[src/rtl/param_multicycle_cpu.sv]
// Parametrised multicycle bus processor: configurable width and register count,
// run/done/busy handshake, Z/C flags, cmp and mvnz, back-to-back issue.
module param_multicycle_cpu #(
  parameter int DATA_W = 16,
  parameter int NREG   = 8,
  parameter int REG_AW = 3
) (
  input  logic              clock,
  input  logic              reset,
  input  logic              run,
  input  logic [DATA_W-1:0] data_in,
  output logic              busy,
  output logic              done,
  output logic [DATA_W-1:0] final_out,
  output logic              z_flag,
  output logic              c_flag
);
  localparam int IR_W = 2*REG_AW + 3;

  typedef enum logic [1:0] {S_IDLE, S_T1, S_T2, S_T3} state_e;
  typedef enum logic [2:0] {
    OP_MV, OP_MVI, OP_ADD, OP_SUB, OP_AND, OP_XOR, OP_MVNZ, OP_CMP
  } op_e;

  state_e            state_q;
  logic [IR_W-1:0]   ir_q;
  logic [DATA_W-1:0] regs_q [NREG];
  logic [DATA_W-1:0] a_q, g_q, final_q;
  logic              busy_q, done_q, z_q, c_q;

  op_e               op;
  logic [REG_AW-1:0] rx, ry;
  logic [DATA_W-1:0] rx_val, ry_val;
  logic [DATA_W-1:0] g_d;
  logic              c_d;

  // Only the low opcode/Rx/Ry field of the instruction word is kept.
  assign op     = op_e'(ir_q[IR_W-1 -: 3]);
  assign rx     = ir_q[2*REG_AW-1 -: REG_AW];
  assign ry     = ir_q[REG_AW-1:0];
  assign rx_val = regs_q[rx];
  assign ry_val = regs_q[ry];

  // ALU result for the T2 step; the extra top bit is carry for add, borrow for sub/cmp.
  always_comb begin
    g_d = '0;
    c_d = 1'b0;
    case (op)
      OP_ADD:         {c_d, g_d} = {1'b0, a_q} + {1'b0, ry_val};
      OP_SUB, OP_CMP: {c_d, g_d} = {1'b0, a_q} - {1'b0, ry_val};
      OP_AND:         g_d = a_q & ry_val;
      OP_XOR:         g_d = a_q ^ ry_val;
      default:        ;
    endcase
  end

  // Control FSM plus datapath registers; every completing step returns to IDLE
  // and raises done, so run can be accepted in the very next (done) cycle.
  always_ff @(posedge clock or posedge reset) begin
    if (reset) begin
      state_q <= S_IDLE;
      ir_q    <= '0;
      a_q     <= '0;
      g_q     <= '0;
      final_q <= '0;
      busy_q  <= 1'b0;
      done_q  <= 1'b0;
      z_q     <= 1'b0;
      c_q     <= 1'b0;
      for (int i = 0; i < NREG; i++) regs_q[i] <= '0;
    end else begin
      done_q <= 1'b0;
      unique case (state_q)
        S_IDLE: begin
          if (run) begin
            ir_q    <= data_in[IR_W-1:0];
            state_q <= S_T1;
            busy_q  <= 1'b1;
          end
        end
        S_T1: begin
          case (op)
            OP_MV, OP_MVI, OP_MVNZ: begin
              // Single-step moves; mvnz skips both the write and final_out on Z.
              if (op == OP_MVI) begin
                regs_q[rx] <= data_in;
                final_q    <= data_in;
              end else if (op == OP_MV || !z_q) begin
                regs_q[rx] <= ry_val;
                final_q    <= ry_val;
              end
              state_q <= S_IDLE;
              busy_q  <= 1'b0;
              done_q  <= 1'b1;
            end
            default: begin
              a_q     <= rx_val;
              state_q <= S_T2;
            end
          endcase
        end
        S_T2: begin
          g_q <= g_d;
          z_q <= (g_d == '0);
          c_q <= c_d;
          if (op == OP_CMP) begin
            final_q <= g_d;
            state_q <= S_IDLE;
            busy_q  <= 1'b0;
            done_q  <= 1'b1;
          end else begin
            state_q <= S_T3;
          end
        end
        S_T3: begin
          regs_q[rx] <= g_q;
          final_q    <= g_q;
          state_q    <= S_IDLE;
          busy_q     <= 1'b0;
          done_q     <= 1'b1;
        end
      endcase
    end
  end

  assign busy      = busy_q;
  assign done      = done_q;
  assign final_out = final_q;
  assign z_flag    = z_q;
  assign c_flag    = c_q;
endmodule
[config.mk]
export PLATFORM = sky130hd
export DESIGN_NAME = param_multicycle_cpu
export DESIGN_NICKNAME = d
export VERILOG_FILES = /design/src/rtl/param_multicycle_cpu.sv
export SDC_FILE = /design/constraint.sdc
export NUM_CORES = 1
export LEC_CHECK = 0
export ABC_AREA = 1
export BUFFER_PORTS_ARGS = -buffer_cell sky130_fd_sc_hd__buf_4
export CORE_UTILIZATION = 38
export DETAILED_ROUTE_END_ITERATION = 16
export GPL_TIMING_DRIVEN = 0
export PLACE_DENSITY = 0.5
export RECOVER_POWER = 50
export SYNTH_ARGS = -nofsm -noshare
export SYNTH_HDL_FRONTEND = slang
export SYNTH_SLANG_ARGS = --single-unit
[constraint.sdc]
create_clock -name clock -period 7.8 [get_ports clock]
set_input_delay 0.78 -clock clock [delete_from_list [all_inputs] [get_ports clock]]
set_output_delay 0.78 -clock clock [all_outputs]
set_load 0.1 [all_outputs]
# Yosys cells after proc, flatten, opt, wreduce, memory -nomap -nowiden
# Cells that the tools add are included.
dict set report word_totals {
  rom_bits 0
  ff_bits 191
  memories 0
  latchBits 0
  output_inout_bits 20
  ramBits 0
}
dict set report op_classes {
  eq_ne 14
  shift 0
  div 0
  n_reduce_logical 15
  addsub 2
  n_lt_le_gt_ge 3
  n_bitwise 5
  mux 33
  mul 0
}
# operator n
set ops {}
lappend ops {{bitwise mux 128 bit} 3}
lappend ops {{2-to-1 mux 128 bit} 3}
lappend ops {{one-hot mux 128 bit (2 select lines)} 1}
lappend ops {{2-to-1 mux 16 bit} 9}
lappend ops {{binary-select mux 16 bit (select 3 bit)} 2}
lappend ops {{one-hot mux 16 bit (4 select lines)} 1}
lappend ops {{demux 16 bit (select 3 bit)} 1}
lappend ops {{one-hot mux 16 bit (3 select lines)} 1}
lappend ops {{adder 16 x 16 -> 17 bit} 1}
lappend ops {{subtractor 16 x 16 -> 17 bit} 1}
lappend ops {{bitwise AND 16 bit} 1}
lappend ops {{zero test 16 bit} 1}
lappend ops {{bitwise XOR 16 bit} 1}
lappend ops {{== test 3 bit, second input constant} 4}
lappend ops {{greater-or-equal comparator 4 bit, second input constant} 2}
lappend ops {{inverter 3 -> 4 bit} 2}
lappend ops {{one-hot mux 2 bit (4 select lines)} 1}
lappend ops {{== test 3 x 2 -> 1 bit, second input constant} 2}
lappend ops {{2-to-1 mux 2 bit} 3}
lappend ops {{inequality test 2 bit, second input constant} 3}
lappend ops {{AND reduction 3 bit} 2}
lappend ops {{2-to-1 mux 1 bit} 5}
lappend ops {{== test 2 bit, second input constant} 2}
lappend ops {{< comparator 4 x 1 -> 1 bit, second input constant} 1}
lappend ops {{other kinds (18)} 19}

# Depth between registers and ports, before layout
# Gate-level depths: netlist of the first run.
dict set report logic_depth {
  depth_word 10
  depth_mapped 26
  depth_no_buf 23
}

# Worst setup path after synthesis of the first run
# No wires, ideal clock.
dict set report synth_path {
  path_type {register -> register}
  from {reg ir_q[0]}
  to {reg g_q[14]}
  synth_period_minus_slack_ps 2833
  setup_slack_ps 4967
  path_stages_with_launch 23
  path_buffers 1
  arrival_ps 2701
  cell_sequence {dfrtp_1 > inv_2 > clkbuf_1 > a21oi_1 > o21ai_0 > nand2_1 > nand2_1 > o21a_1 > inv_1 > ha_1 > fa_1 > inv_1 > nand3_1 > nand2_1 > nand2_1 > nand2_1 > nand3b_1 > nand2_1 > nand2_1 > nand3_1 > nand3_1 > nand2_1 > o21ai_0}
}
dict set report synth_via {
  elab_chain_len 6
  word_cells_on_any_way 9
}
# element line_no
set synth_rtl {}
lappend synth_rtl {{start: declaration} 26} ;# logic [IR_W-1:0] ir_q;
lappend synth_rtl {{start signal: assignment} 76} ;# ir_q <= data_in[IR_W-1:0];
lappend synth_rtl {{inverter 3 -> 4 bit (implied by the code) (*)} 42} ;# assign ry_val = regs_q[ry];
lappend synth_rtl {{binary-select mux 16 bit (select 3 bit) (*)} 42}
lappend synth_rtl {{2-to-1 mux 16 bit (implied by the code) (*) (2 in a row)} 42}
lappend synth_rtl {{subtractor 16 x 16 -> 17 bit, or another cell as far along} 50} ;# OP_SUB, OP_CMP: {c_d, g_d} = {1'b0, a_q} - {1'b0, ry_val};
lappend synth_rtl {{one-hot mux 16 bit (4 select lines) (*)} 48} ;# case (op)
lappend synth_rtl {{end signal: assignment} 103} ;# g_q <= g_d;
lappend synth_rtl {{end: declaration} 28} ;# logic [DATA_W-1:0] a_q, g_q, final_q;
# Mark *: on every way between the ends. The rest lies on a longest branch, timed or not. The select of a mux whose other input is x is not followed.
# A chain may end at the register's enable or synchronous reset.

# Worst setup path in the final report of the first run
dict set report layout_path {
  from {reg ir_q[1]}
  to {reg z_q (netlist: z_flag)}
}
dict set report layout_via {
  elab_chain_len 7
  word_cells_on_any_way 10
}
# element line_no
set layout_rtl {}
lappend layout_rtl {{inverter 3 -> 4 bit (implied by the code) (*)} 42}
lappend layout_rtl {{binary-select mux 16 bit (select 3 bit) (*)} 42}
lappend layout_rtl {{2-to-1 mux 16 bit (implied by the code) (*) (2 in a row)} 42}
lappend layout_rtl {{subtractor 16 x 16 -> 17 bit, or another cell as far along} 50}
lappend layout_rtl {{one-hot mux 16 bit (4 select lines) (*)} 48}
lappend layout_rtl {{zero test 16 bit (*)} 104} ;# z_q <= (g_d == '0);
lappend layout_rtl {{end signal: assignment} 104}
lappend layout_rtl {{end: declaration} 29} ;# logic busy_q, done_q, z_q, c_q;
# Marks and branches as above.

==> results.md, run 1 <==
- The path class of the lowest-slack min-delay path is reg2reg.
- Synthesis inferred 191 register bits.
- The post-synthesis area per instance is 7.20 sq um.
- The setup fix buffers added after clock tree synthesis is 0.
- The final hold violation count came to 0.
- The y dimension of the die is 180 microns.
- The number of top-level pins is 39.
- The count of flip-flops with a built-in enable after synthesis is 0.
- The main combinational cell family by area after synthesis is simple AND/OR/NAND/NOR gates.
- The share of post-route cells with drive strength above 1 is 0.0834.
- The share of synthesized area in the top cell type comes to 0.395.
- The latest clock arrival within the worst-skew pair is 0.46 ns.
- The filler cells instantiated in the layout total 3251.
- Clock tree synthesis found a total of 191 sinks.
- The worst max-slew margin expressed relative to the limit is -2.14.
- The final reports fail on capacitance limit, slew limit.
- Across every metal layer, demand over resource in global routing totals 0.302.
- The initial standard-cell utilization of the core is 0.391.
- The share of the synthesized area in compound gates (AO/OA/AOI/OAI) is 0.201.
- The iteration-0 DRC count of the detailed router is 1184.
- Summed over all layers, the routed wires come to 47.8 mm.
- The post-layout instance area is 13500 sq um.
- In this run the core area contains 64 standard-cell rows.
- The xor/xnor share of the synthesized area is 0.
- Buffers inserted during clock tree synthesis total 17.
- The chip width is 180 microns.
- Once the clock tree was built, the resizer swapped 0 gates to a different size.
- Of the available clock period, the critical path in the final layout requires 0.512.
- The area of the die is 32500 sq um.
- By startpoint and endpoint, the worst setup path is classified as reg2reg.
- After clock tree synthesis, the clock-pin slew on the worst setup and hold paths is 0.08 ns.
- Ranked by total cell area, the synthesized netlist is headed by sky130_fd_sc_hd__dfrtp_1, sky130_fd_sc_hd__nand2_1, sky130_fd_sc_hd__o21ai_0.
- The number of antenna diodes in the final layout is 0.
- The combined area of the multi-input logic cells is 6010 sq um.
- In this run the number of H-tree levels came out at 4.
- Setup repair after global routing left no endpoint under its margin.
- Of all cell types, the one taking the most synthesized area is sky130_fd_sc_hd__dfrtp_1.
- At the end of the flow the core is filled with cells to 0.436.
- For this run, the detailed router's first-pass iteration total came to 6.
- By count the netlist is led by sky130_fd_sc_hd__nand2_1, sky130_fd_sc_hd__inv_1, sky130_fd_sc_hd__o21ai_0.
- The largest stage delay on the critical path is 0.56 ns.
- The CTS tree is yes.
- Counting every net in the synthesized netlist gives 1738.
- The initial antenna violation count is 0.
- The data required time at the worst endpoint is 8.21 ns.
- The via count of the first global-routing pass is 11481.
- Max-cap violations in this run came to 1.
- Across all layers, the routed design uses 11835 vias.
- In this run, post-CTS hold repair placed 0 buffers.
- The worst-case reg-to-reg path depth is 19.
- Adding up every negative setup slack in the final design gives 0 ns.
- The worst setup path is launched from a flip-flop.
- The global placer's final weighted congestion is 0.966.
- Of the total synthesized cell area, the portion taken by AND, OR, NAND and NOR gates is 0.231.
- The highest attainable clock frequency is 0.250 GHz.
- The storage element area is 4780 sq um.
- The cell area that synthesis handed to floorplanning was 12100 sq um.
- The number of different library cells in the post-synthesis netlist is 45.
- The fraction of synthesis flops using an asynchronous set or reset pin is 1.00.
- The total half-perimeter wirelength after legalization and detailed placement is 37.2 mm.
- The relative area change from synthesis to final layout is 11.4%.
- The proportion of synthesized chip area in sequential cells is 0.395.
- The final count of pins violating max slew came to 99.
- The fraction of synthesized area in multiplexers is 0.0233.
- The core footprint is 30900 sq um.
- The dominant synthesized flop cell is sky130_fd_sc_hd__dfrtp_1.
- The layout net count is 1796.
- The total of warnings raised by yosys is 0.
- Among all cell types in the netlist, the one instantiated most often is sky130_fd_sc_hd__nand2_1.
- The capturing element type of the critical path is a flip-flop.
- For this run, design rule violations remaining after detail routing come to 0.
- The number of buffers on the longest clock path is 2.
- Of the total synthesized cell area, the portion taken by full adders, half adders and majority gates is 0.0426.
- After detailed routing, the average wire length per cell comes to 22.3 microns.
- The highest net fanout along the worst path is 10.
- Synthesis handed over a netlist of 1679 instances.
- Input and output buffers added on the ports amount to 38.
- The total grt overflow is 0.
- The post-route antenna net violation count is 0.
- The run finished, with violations left.
- The signal on the critical path passes through buf_2, clkbuf_1, o211ai_1, nand3_1, o21ai_1, ha_1, clkbuf_1, nand2_1, nor2_1, nand3_1, nand3_1, nand2_1, nand3_1, nand3_1, nor2_1, nand2_1, nor2_1, nand2_1, nand2_1.
- The shortest period the worst path allows is 4.00 ns.
- The tree is rooted in a sky130_fd_sc_hd__clkbuf_16.
- The worst hold path stage count is 2.
- At the worst endpoint, the arrival time is 4.40 ns.
- The worst setup skew after layout is 0.0160 ns.
- The ratio of routed vias to standard cells is 5.51.
- Entering global routing, the biggest net connects 100 pins.
- Setup violations remaining at the end of the flow were counted as 0.
- The slowest stage of the critical path belongs to the cell sky130_fd_sc_hd__clkbuf_1.
- For the pin with the worst max-slew slack, the measured transition is 4.68 ns.
- The first global-routing pass estimated 73.0 mm of wire.
- In this run the cell area measured after placement is 12900 sq um.
cells in the final DEF, fill, tap and decap left out, types with 3 or more instances in the layout:
master / netlist / final
sky130_fd_sc_hd__clkinv_1: 4 / 4
sky130_fd_sc_hd__clkbuf_1: 36 / 44
sky130_fd_sc_hd__o21a_1: 5 / 5
sky130_fd_sc_hd__nand3_1: 93 / 93
sky130_fd_sc_hd__clkinvlp_4: 0 / 4
sky130_fd_sc_hd__or2_2: 3 / 3
sky130_fd_sc_hd__o211ai_1: 24 / 24
sky130_fd_sc_hd__o22ai_1: 37 / 37
sky130_fd_sc_hd__nor2_4: 4 / 4
sky130_fd_sc_hd__nor2_2: 4 / 4
sky130_fd_sc_hd__o21ai_0: 202 / 203
sky130_fd_sc_hd__a31oi_1: 15 / 15
sky130_fd_sc_hd__nor3_1: 10 / 11
sky130_fd_sc_hd__mux2_1: 3 / 3
sky130_fd_sc_hd__o21bai_1: 5 / 5
sky130_fd_sc_hd__a21oi_1: 77 / 77
sky130_fd_sc_hd__nor2_1: 113 / 113
sky130_fd_sc_hd__buf_2: 32 / 31
sky130_fd_sc_hd__dfrtp_1: 191 / 191
sky130_fd_sc_hd__a221oi_1: 12 / 12
sky130_fd_sc_hd__clkbuf_8: 0 / 3
sky130_fd_sc_hd__inv_2: 3 / 3
sky130_fd_sc_hd__nand3b_1: 3 / 3
sky130_fd_sc_hd__ha_1: 38 / 38
sky130_fd_sc_hd__nand2_1: 417 / 417
sky130_fd_sc_hd__nand4_1: 12 / 12
sky130_fd_sc_hd__a22oi_1: 11 / 11
sky130_fd_sc_hd__and2_1: 3 / 3
sky130_fd_sc_hd__clkbuf_16: 0 / 17
sky130_fd_sc_hd__inv_1: 241 / 240
sky130_fd_sc_hd__buf_1: 6 / 6
sky130_fd_sc_hd__buf_4: 2 / 33
sky130_fd_sc_hd__mux2_2: 22 / 22
sky130_fd_sc_hd__o21ai_1: 26 / 25
sky130_fd_sc_hd__o21ai_2: 3 / 3
sky130_fd_sc_hd__a2111oi_0: 7 / 7
per-layer routing:
| metal | GRT usage | share of wire | up-vias |
|---|---|---|---|
| met5 | 0 | 0 | - |
| met4 | 0.108 | 0.029 | 0 |
| met3 | 0.0309 | 0.053 | 66 |
| met2 | 0.512 | 0.48 | 424 |
| met1 | 0.400 | 0.44 | 5711 |
| li1 | - | - | 5634 |
state kept, by name (all words and copies together), names as in the netlist:
| name | flops |
|---|---|
| state_q | 2 |
| c_flag | 1 |
| g_q | 16 |
| ir_q | 9 |
| regs_q | 128 |
| busy | 1 |
| z_flag | 1 |
| a_q | 16 |
| done | 1 |
| final_out | 16 |
worst max-delay path: cells and delay by family (launching register included):
family / cells / cell delay [ns]
buf+inv: 3 / 1.15
simple gates: 13 / 1.71
fa+ha+maj: 1 / 0.36
compound gates: 2 / 0.38
flops: 1 / 0.33
area by class of cell:
type | count | area share
buffer | 78 | 0.0263
clock buffer | 21 | 0.0349
clock inverter | 11 | 0.00957
inverter | 248 | 0.0692
multi-input combinational | 1162 | 0.447
sequential | 191 | 0.355
tap | 396 | 0.0368
timing repair buffer | 39 | 0.0216
stage by stage:
stage / cells / hold slack (ns) / setup slack, ns
2_1_floorplan: 1679 / 0.449 / 1.82
3_3_place_gp: 2113 / 0.467 / -0.991
3_5_place_dp: 2114 / 0.473 / 3.90
4_1_cts: 2146 / 0.477 / 3.86
5_1_grt: 2146 / 0.496 / 3.08
6_report: 2146 / 0.485 / 3.80
kinds of logic (layout without fill, tap and decap cells):
group | after synthesis | count (layout)
muxes | 25 | 25
and+or+nand+nor | 668 | 668
DFF | 191 | 191
AOI/OAI and AO/OA | 429 | 429
adders and majority gates | 40 | 40
buffers and inverters | 326 | 397
path summary, 6_finish.rpt:
check                                    startpoint                       end  slack [ns]
hold / removal             final_out[2]$_DFFE_PP0P_  final_out[2]$_DFFE_PP0P_        0.48
setup / recovery                ir_q[1]$_DFFE_PP0P_        z_flag$_DFFE_PP0P_        3.80
max in group asynchronous                     reset    regs_q[57]$_DFFE_PP0P_        3.95
setup reg to reg                ir_q[1]$_DFFE_PP0P_        z_flag$_DFFE_PP0P_        3.80
hold reg to reg            final_out[2]$_DFFE_PP0P_  final_out[2]$_DFFE_PP0P_        0.48
min in group asynchronous                     reset            done$_DFF_PP0_        1.76
Power of run 1 is not shown: default switching activity piles up to over one toggle a cycle in this logic, so the estimate is an artifact.
==> inputs of run 2 (changes only) <==
--- a/config.mk
+++ b/config.mk
@@ -10,7 +10,7 @@
 export CORE_UTILIZATION = 38
 export DETAILED_ROUTE_END_ITERATION = 16
 export GPL_TIMING_DRIVEN = 0
-export PLACE_DENSITY = 0.5
+export PLACE_DENSITY = 0.52
 export RECOVER_POWER = 50
 export SYNTH_ARGS = -nofsm -noshare
 export SYNTH_HDL_FRONTEND = slang
==> constraint.sdc (replaced) <==
create_clock -name clock -period 3.5 [get_ports clock]
set_input_delay 0.35 -clock clock [delete_from_list [all_inputs] [get_ports clock]]
set_output_delay 0.35 -clock clock [all_outputs]
set_load 0.1 [all_outputs]
==> run 2 against run 1 <==
Highest routed layer unchanged; critical endpoint unchanged; global-route usage shrank 0.31 points; worst hold slack lost 0.33 ns; maximum frequency grew 18%; die area is the same; non-clock buffer count grew 6; first-iteration DRC count grew 3.7%; the flow still finishes with violations (capacitance limit, slew limit); clock skew is essentially flat.
==> results.md, run 2 (synthesized netlist as in run 1, its figures left out) <==
- The endpoint of the lowest-slack register-to-register path is z_flag$_DFFE_PP0P_.
- The data required time at the worst endpoint is 3.90 ns.
- For the worst-skew pair, the clock arrives at the later sink with an insertion delay of 0.46 ns.
- The data arrival time at the worst-slack endpoint is 3.79 ns.
- The all-layer global routing usage is 0.299.
- For this run, the share of the core covered by cells in the final layout is 0.451.
- The worst hold path belongs to the class in2reg.
- The total grt overflow is 0.
- The pre-antenna-repair detailed-routing pass consisted of 6 iterations.
- The layout net count is 1802.
- In the layout the commonest cells are sky130_fd_sc_hd__nand2_1, sky130_fd_sc_hd__inv_1, sky130_fd_sc_hd__o21ai_0.
- The worst-case reg-to-reg path depth is 17.
- The clock edge transition at the registers on the reported setup and hold paths is 0.08 ns.
- The total half-perimeter wirelength after legalization and detailed placement is 36.7 mm.
- The number of max-capacitance violations reported is 3.
- 0 antenna diodes ended up in the layout.
- The CTS tree is yes.
- The worst hold path stage count is 3.
- The worst path in the final design needs a cycle of 3.39 ns, including I/O delays and setup.
- The slew at the pin closest to its max-slew limit is 1.94 ns.
- After detailed placement, the total cell area comes to 13000 sq um.
- For flop-to-flop paths, the worst setup slack is 0.11 ns.
- The final reports fail on capacitance limit, slew limit.
- The routed via count is 11971.
- The count of input and output buffers is 38.
- The clock sink count is 191.
- The hold path startpoint is data_in[0].
- The global-route wire length before repair is 72.3 mm.
- The number of top-level pins is 39.
- The flow ran to the end, but the final reports show violations.
- The initial standard-cell utilization of the core is 0.391.
- The global placer's final weighted congestion is 0.936.
- The highest attainable clock frequency is 0.295 GHz.
- After floorplanning, the core was divided into 64 placement rows.
- Headroom to the max-slew limit came out at -0.294.
- The worst hold path terminates at ir_q[0]$_DFFE_PP0P_.
- The startpoint of the worst-slack reg-to-reg timing path is ir_q[1]$_DFFE_PP0P_.
- The number of H-tree branching levels is 4.
- Of the cells placed in the final design, the portion with a size suffix greater than 1 is 0.127.
- The detail route stage leaves a number of antenna-violating nets equal to 0.
- The register with the most flip-flops in the layout has 128 of them.
- The iteration-0 DRC count of the detailed router is 1228.
- The total of endpoints with negative setup slack in the final report is 0.
- From synthesis to final layout, the design area changed by 15.2%.
- The library cell used most frequently in the layout, excluding fill and tap cells, is sky130_fd_sc_hd__nand2_1.
- After detailed routing, the number of remaining DRC violations is 0.
- The area of the die is 32500 sq um.
- The final count of pins violating max slew is 97.
- For the final database, setup skew stands at 0.0160 ns.
- The via count of the first global-routing pass is 11489.
- The capturing element type of the critical path is a flip-flop.
- In the finished design, the share of the clock period the worst path needs comes to 0.968.
- The clock tree root driver cell is sky130_fd_sc_hd__clkbuf_16.
- The final routed wire length divided by cell count is 22.3 microns.
- The floorplan step set the die height to 180 microns.
- In this run the worst path has a maximum fanout of 10.
- With fillers left out, the area of the finished cells amounts to 13900 sq um.
- The final hold violation count is 0.
- Dividing the detail-routed via count by the number of cells gives 5.56.
- The total detailed-routing wirelength is 48.0 mm.
- Ranked by flip-flop count, first place goes to regs_q.
- The start-to-end type of the worst setup path is reg2reg.
- The number of clock buffers added by TritonCTS is 17.
- The chip width is 180 microns.
- The startpoint type of the worst setup path is a flip-flop.
- The initial antenna violation count is 0.
- The number of buffers on the longest clock path is 2.
- Entering global routing, the biggest net connects 40 pins.
- The core footprint is 30900 sq um.
[run 2: worst max-delay path: stages (launching register included)]
cell and delay [ns]:
sky130_fd_sc_hd__dfrtp_1 0.34, sky130_fd_sc_hd__buf_4 0.21, sky130_fd_sc_hd__buf_2 0.34, sky130_fd_sc_hd__o21ai_0 0.14, sky130_fd_sc_hd__o211ai_1 0.27, sky130_fd_sc_hd__o21ai_4 0.15
sky130_fd_sc_hd__ha_1 0.45, sky130_fd_sc_hd__nor2_4 0.20, sky130_fd_sc_hd__nand4_1 0.16, sky130_fd_sc_hd__nand2_1 0.15, sky130_fd_sc_hd__nand2_1 0.07, sky130_fd_sc_hd__nand3_1 0.09
sky130_fd_sc_hd__nand3_1 0.17, sky130_fd_sc_hd__nor2_1 0.16, sky130_fd_sc_hd__nand3_2 0.12, sky130_fd_sc_hd__nor2_2 0.13, sky130_fd_sc_hd__nand2_2 0.11, sky130_fd_sc_hd__nand2_2 0.08
[run 2: worst max-delay path by stage]
| stage | start | slack (ns) | endpoint |
|---|---|---|---|
| after floorplan | ir_q[0]$_DFFE_PP0P_ | 0.67 | g_q[14]$_DFFE_PP0P_ |
| after global placement | reset | -0.78 | regs_q[77]$_DFFE_PP0P_ |
| after detailed placement | ir_q[0]$_DFFE_PP0P_ | -0.54 | z_flag$_DFFE_PP0P_ |
| after CTS | ir_q[1]$_DFFE_PP0P_ | 0.004 | z_flag$_DFFE_PP0P_ |
| after global routing | ir_q[1]$_DFFE_PP0P_ | -0.05 | z_flag$_DFFE_PP0P_ |
| final | ir_q[1]$_DFFE_PP0P_ | 0.11 | z_flag$_DFFE_PP0P_ |
[run 2: layer usage]
layer	share of wire	track usage
met1	0.43	0.397
met2	0.47	0.492
met3	0.068	0.0534
met4	0.029	0.0981
met5	0	0
[run 2: cell type report]
cell class / count / area, sq um
Buffer: 71 / 449
Clock buffer: 18 / 439
Clock inverter: 14 / 143
Fill cell: 3244 / 17000
Inverter: 248 / 940
Multi-Input combinational cell: 1162 / 6290
Sequential cell: 191 / 4780
Tap cell: 396 / 495
Timing Repair Buffer: 52 / 394
[run 2: metrics by stage]
stage	instances	worst slack [ns]	hold WS, ns	setup TNS, ns
final	2152	0.111	0.158	0
after global routing	2152	-0.0456	0.160	-0.0456
after CTS	2148	0.00403	0.0949	0
after detailed placement	2118	-0.537	0.468	-7.14
after global placement	2113	-0.782	0.466	-151.21
after floorplan	1679	0.667	0.449	0
[run 2: timing repair]
item / CTS / global route
buffers inserted: 2 / 7
hold buffers: 0 / 0
endpoints found under the setup margin: 30 / 26
gates resized for setup: 48 / 70
pin swaps: 2 / 12
Power of run 2 is left out for the same reason.
==> inputs of run 3 (changes only) <==
--- a/config.mk
+++ b/config.mk
@@ -8,6 +8,7 @@
 export ABC_AREA = 1
 export BUFFER_PORTS_ARGS = -buffer_cell sky130_fd_sc_hd__buf_4
 export CORE_UTILIZATION = 38
+export CTS_CLUSTER_DIAMETER = 100
 export DETAILED_ROUTE_END_ITERATION = 16
 export GPL_TIMING_DRIVEN = 0
 export PLACE_DENSITY = 0.52
==> constraint.sdc (replaced) <==
create_clock -name clock -period 3.5 [get_ports clock]
set_input_delay 0.7 -clock clock [delete_from_list [all_inputs] [get_ports clock]]
set_output_delay 0.7 -clock clock [all_outputs]
set_load 0.1 [all_outputs]
==> run 3 against run 2 <==
The run still ends with capacitance limit, slew limit left; cell area hardly changed; setup slack worse by 0.0055 ns; wire length is 0.15% higher; largest cell class unchanged; highest routed layer unchanged.
==> results.md, run 3 (synthesized netlist as in run 1, its figures left out) <==
- The flow ran to the end, but the final reports show violations.
- The final reports fail on capacitance limit, slew limit.
- In the global route stage, overall resource usage came out at 0.299.
- The largest stage delay on the critical path is 0.49 ns.
- The final layout contains 1802 nets.
- The most critical setup path has its startpoint at ir_q[0]$_DFFE_PP0P_.
- The worst setup skew after layout is 0.0147 ns.
- After clock tree synthesis, the clock-pin slew on the worst setup and hold paths is 0.08 ns.
- The total grt overflow is 0.
- The number of cells in the finished layout apart from fillers is 2152.
- The critical path is of the reg2reg type.
- At the pin with the least slew margin, the transition time is 1.77 ns.
- The first global-routing pass estimated 72.3 mm of wire.
- The path class of the lowest-slack min-delay path is reg2reg.
- The detail route stage leaves a number of antenna-violating nets equal to 0.
- The post-layout instance area is 13900 sq um.
- Setup violations remaining at the end of the flow were counted as 0.
- Counting buffers and inverters, the worst setup path is 19 cells deep.
- The clock reaches the later pin of the worst-skew pair after 0.46 ns.
- The data arrival time at the worst-slack endpoint is 3.80 ns.
- Derived from the worst setup path, the maximum achievable clock frequency is 0.295 GHz.
- TritonCTS built the clock tree.
- The buffers plus inverters on the worst setup path is 3.
- The final hold violation count was 0.
- The shortest period the worst path allows is 3.39 ns.
- The register with the most flip-flops is regs_q.
- CTS built an H-tree with a depth of 4.
- The ratio of routed vias to standard cells is 5.58.
- The pre-CTS setup slack is -0.537 ns.
- The worst-case reg-to-reg path depth is 19.
- The floorplan step defined a die boundary enclosing 32500 sq um.
- Setup slack on the worst reg-to-reg path comes out at 0.11 ns.
- Of the cells placed in the final design, the portion with a size suffix greater than 1 is 0.128.
- The endpoint identified for the worst register-to-register timing path is z_flag$_DFFE_PP0P_.
- The worst setup path is captured at a flip-flop.
- The total half-perimeter wirelength after legalization and detailed placement is 36.7 mm.
- The clock tree root driver cell is sky130_fd_sc_hd__clkbuf_16.
- The clock sink count is 191.
- The cell count after placement is 2118.
- The number of clock buffers inserted by TritonCTS is 17.
- The flip-flop count of the largest register after layout is 128.
- In the routed design, unresolved DRC markers number 0.
- At the end of routability-driven placement, the weighted congestion stood at 0.936.
- The highest net fanout along the worst path is 10.
- No sink is reached through more buffers than the 2 on the longest clock path.
- In this design, the largest share of critical-path delay is due to simple AND/OR/NAND/NOR gates.
- The number of top-level pins is 39.
- The placed instances occupy a cell area of 13000 sq um.
- Buffers placed on the I/O ports in this run total 38.
- The signal on the critical path passes through buf_8, buf_4, o21ai_0, nand2_1, nand2_1, o21a_2, ha_4, buf_12, nand2_1, nand4_1, nand2_1, nand2_1, nand3_1, nand3_1, nor2_1, nand3_2, nor2_2, nand2_2, nand2_2.
- The number of antenna diodes in the final layout is 0.
- The number of max-capacitance violations reported is 2.
- The critical path ends at z_flag$_DFFE_PP0P_.
- Measured along the x axis, the die boundary spans 180 microns.
- The combined area of the multi-input logic cells is 6280 sq um.
- Row generation in the floorplan step produced 64 rows.
- The initial standard-cell utilization of the core is 0.391.
- STA puts the critical path data required time at 3.90 ns.
- The accumulated negative setup slack is 0 ns.
- For this design, the slowest cell found on the critical path is sky130_fd_sc_hd__dfrtp_2.
- The final routed wire length divided by cell count is 22.3 microns.
- The via count of the first global-routing pass is 11489.
- The final count of pins violating max slew was 63.
- The initial antenna violation count is 0.
- The worst register-to-register path begins at ir_q[0]$_DFFE_PP0P_.
- The storage element area is 4780 sq um.
- After the first detailed-routing iteration, the DRC count stood at 1070.
- The worst max-slew margin expressed relative to the limit is -0.189.
- STA classifies the critical path startpoint as a flip-flop.
- Setup slack closes at 0.106 ns.
- The core footprint is 30900 sq um.
- After detailed routing, the total wire length is 48.1 mm.
- In the layout the commonest cells are sky130_fd_sc_hd__nand2_1, sky130_fd_sc_hd__inv_1, sky130_fd_sc_hd__o21ai_0.
- The filler cells instantiated in the layout total 3245.
- The most numerous cell on the critical path is sky130_fd_sc_hd__nand2_1.
- The relative area change from synthesis to final layout is 15.2%.
- The library cell used most frequently in the layout, excluding fill and tap cells, is sky130_fd_sc_hd__nand2_1.
- The first detailed-routing pass ran for 6 iterations.
- Dividing the final minimum period by the clock period gives 0.970.
- The y dimension of the die is 180 microns.
- The routed layout has 12018 vias.
- The largest net degree at the start of global routing is 40.
==> run 3: changes by cell type in the layout (fill, tap and decap cells not counted) <==
cell / before / now
sky130_fd_sc_hd__nor3_4: 1 / 0
sky130_fd_sc_hd__clkbuf_2: 5 / 6
sky130_fd_sc_hd__clkbuf_1: 32 / 29
sky130_fd_sc_hd__buf_4: 40 / 42
sky130_fd_sc_hd__nor3_1: 8 / 9
==> run 3: per-layer routing <==
layer / vias up / track usage / part of all wire
met2: 488 / 0.492 / 0.47
met1: 5791 / 0.397 / 0.43
li1: 5655 / - / -
met4: 0 / 0.0981 / 0.028
met5: - / 0 / 0
met3: 84 / 0.0534 / 0.069
==> run 3: worst min-delay path by stage <==
stage | startpoint | to | slack (ns) | cells after the start
finish | final_out[0]$_DFFE_PP0P_ | final_out[0]$_DFFE_PP0P_ | 0.49 | 2
floorplan | g_q[5]$_DFFE_PP0P_ | g_q[5]$_DFFE_PP0P_ | 0.45 | 2
CTS | reset | final_out[6]$_DFFE_PP0P_ | 0.44 | 2
global placement | g_q[5]$_DFFE_PP0P_ | g_q[5]$_DFFE_PP0P_ | 0.47 | 2
global route | data_in[7] | ir_q[7]$_DFFE_PP0P_ | 0.51 | 2
detailed placement | g_q[5]$_DFFE_PP0P_ | g_q[5]$_DFFE_PP0P_ | 0.47 | 2
==> run 3: layout make-up <==
cell class                      instances  share of cell area
Multi-Input combinational cell       1162               0.451
Sequential cell                       191               0.343
Inverter                              248              0.0675
Tap cell                              396              0.0356
Buffer                                 71              0.0322
Clock buffer                           18              0.0315
Timing Repair Buffer                   52              0.0289
Clock inverter                         14              0.0102
==> run 3: worst reg2reg max path: cells and delay by family (launching register included) <==
family	cells	cell delay (ns)
buffers and inverters	3	0.51
and+or+nand+nor	13	1.56
DFF	1	0.49
adders and majority gates	1	0.25
AOI/OAI and AO/OA	2	0.53
==> run 3: metrics by stage <==
stage | utilization | hold slack (ns)
floorplan | - | 0.449
global placement | 0.417 | 0.466
detailed placement | 0.420 | 0.468
CTS | 0.443 | 0.445
global route | 0.451 | 0.510
finish | 0.451 | 0.491
==> run 3: what timing repair did <==
action	in CTS	in global routing
setup buffers	2	7
pin swaps	2	12
endpoints found under the setup margin	30	26
hold buffers	0	0
gates cloned	0	0
hold endpoints to repair	0	0
gates resized for setup	48	70
Power of run 3 is left out for the same reason.
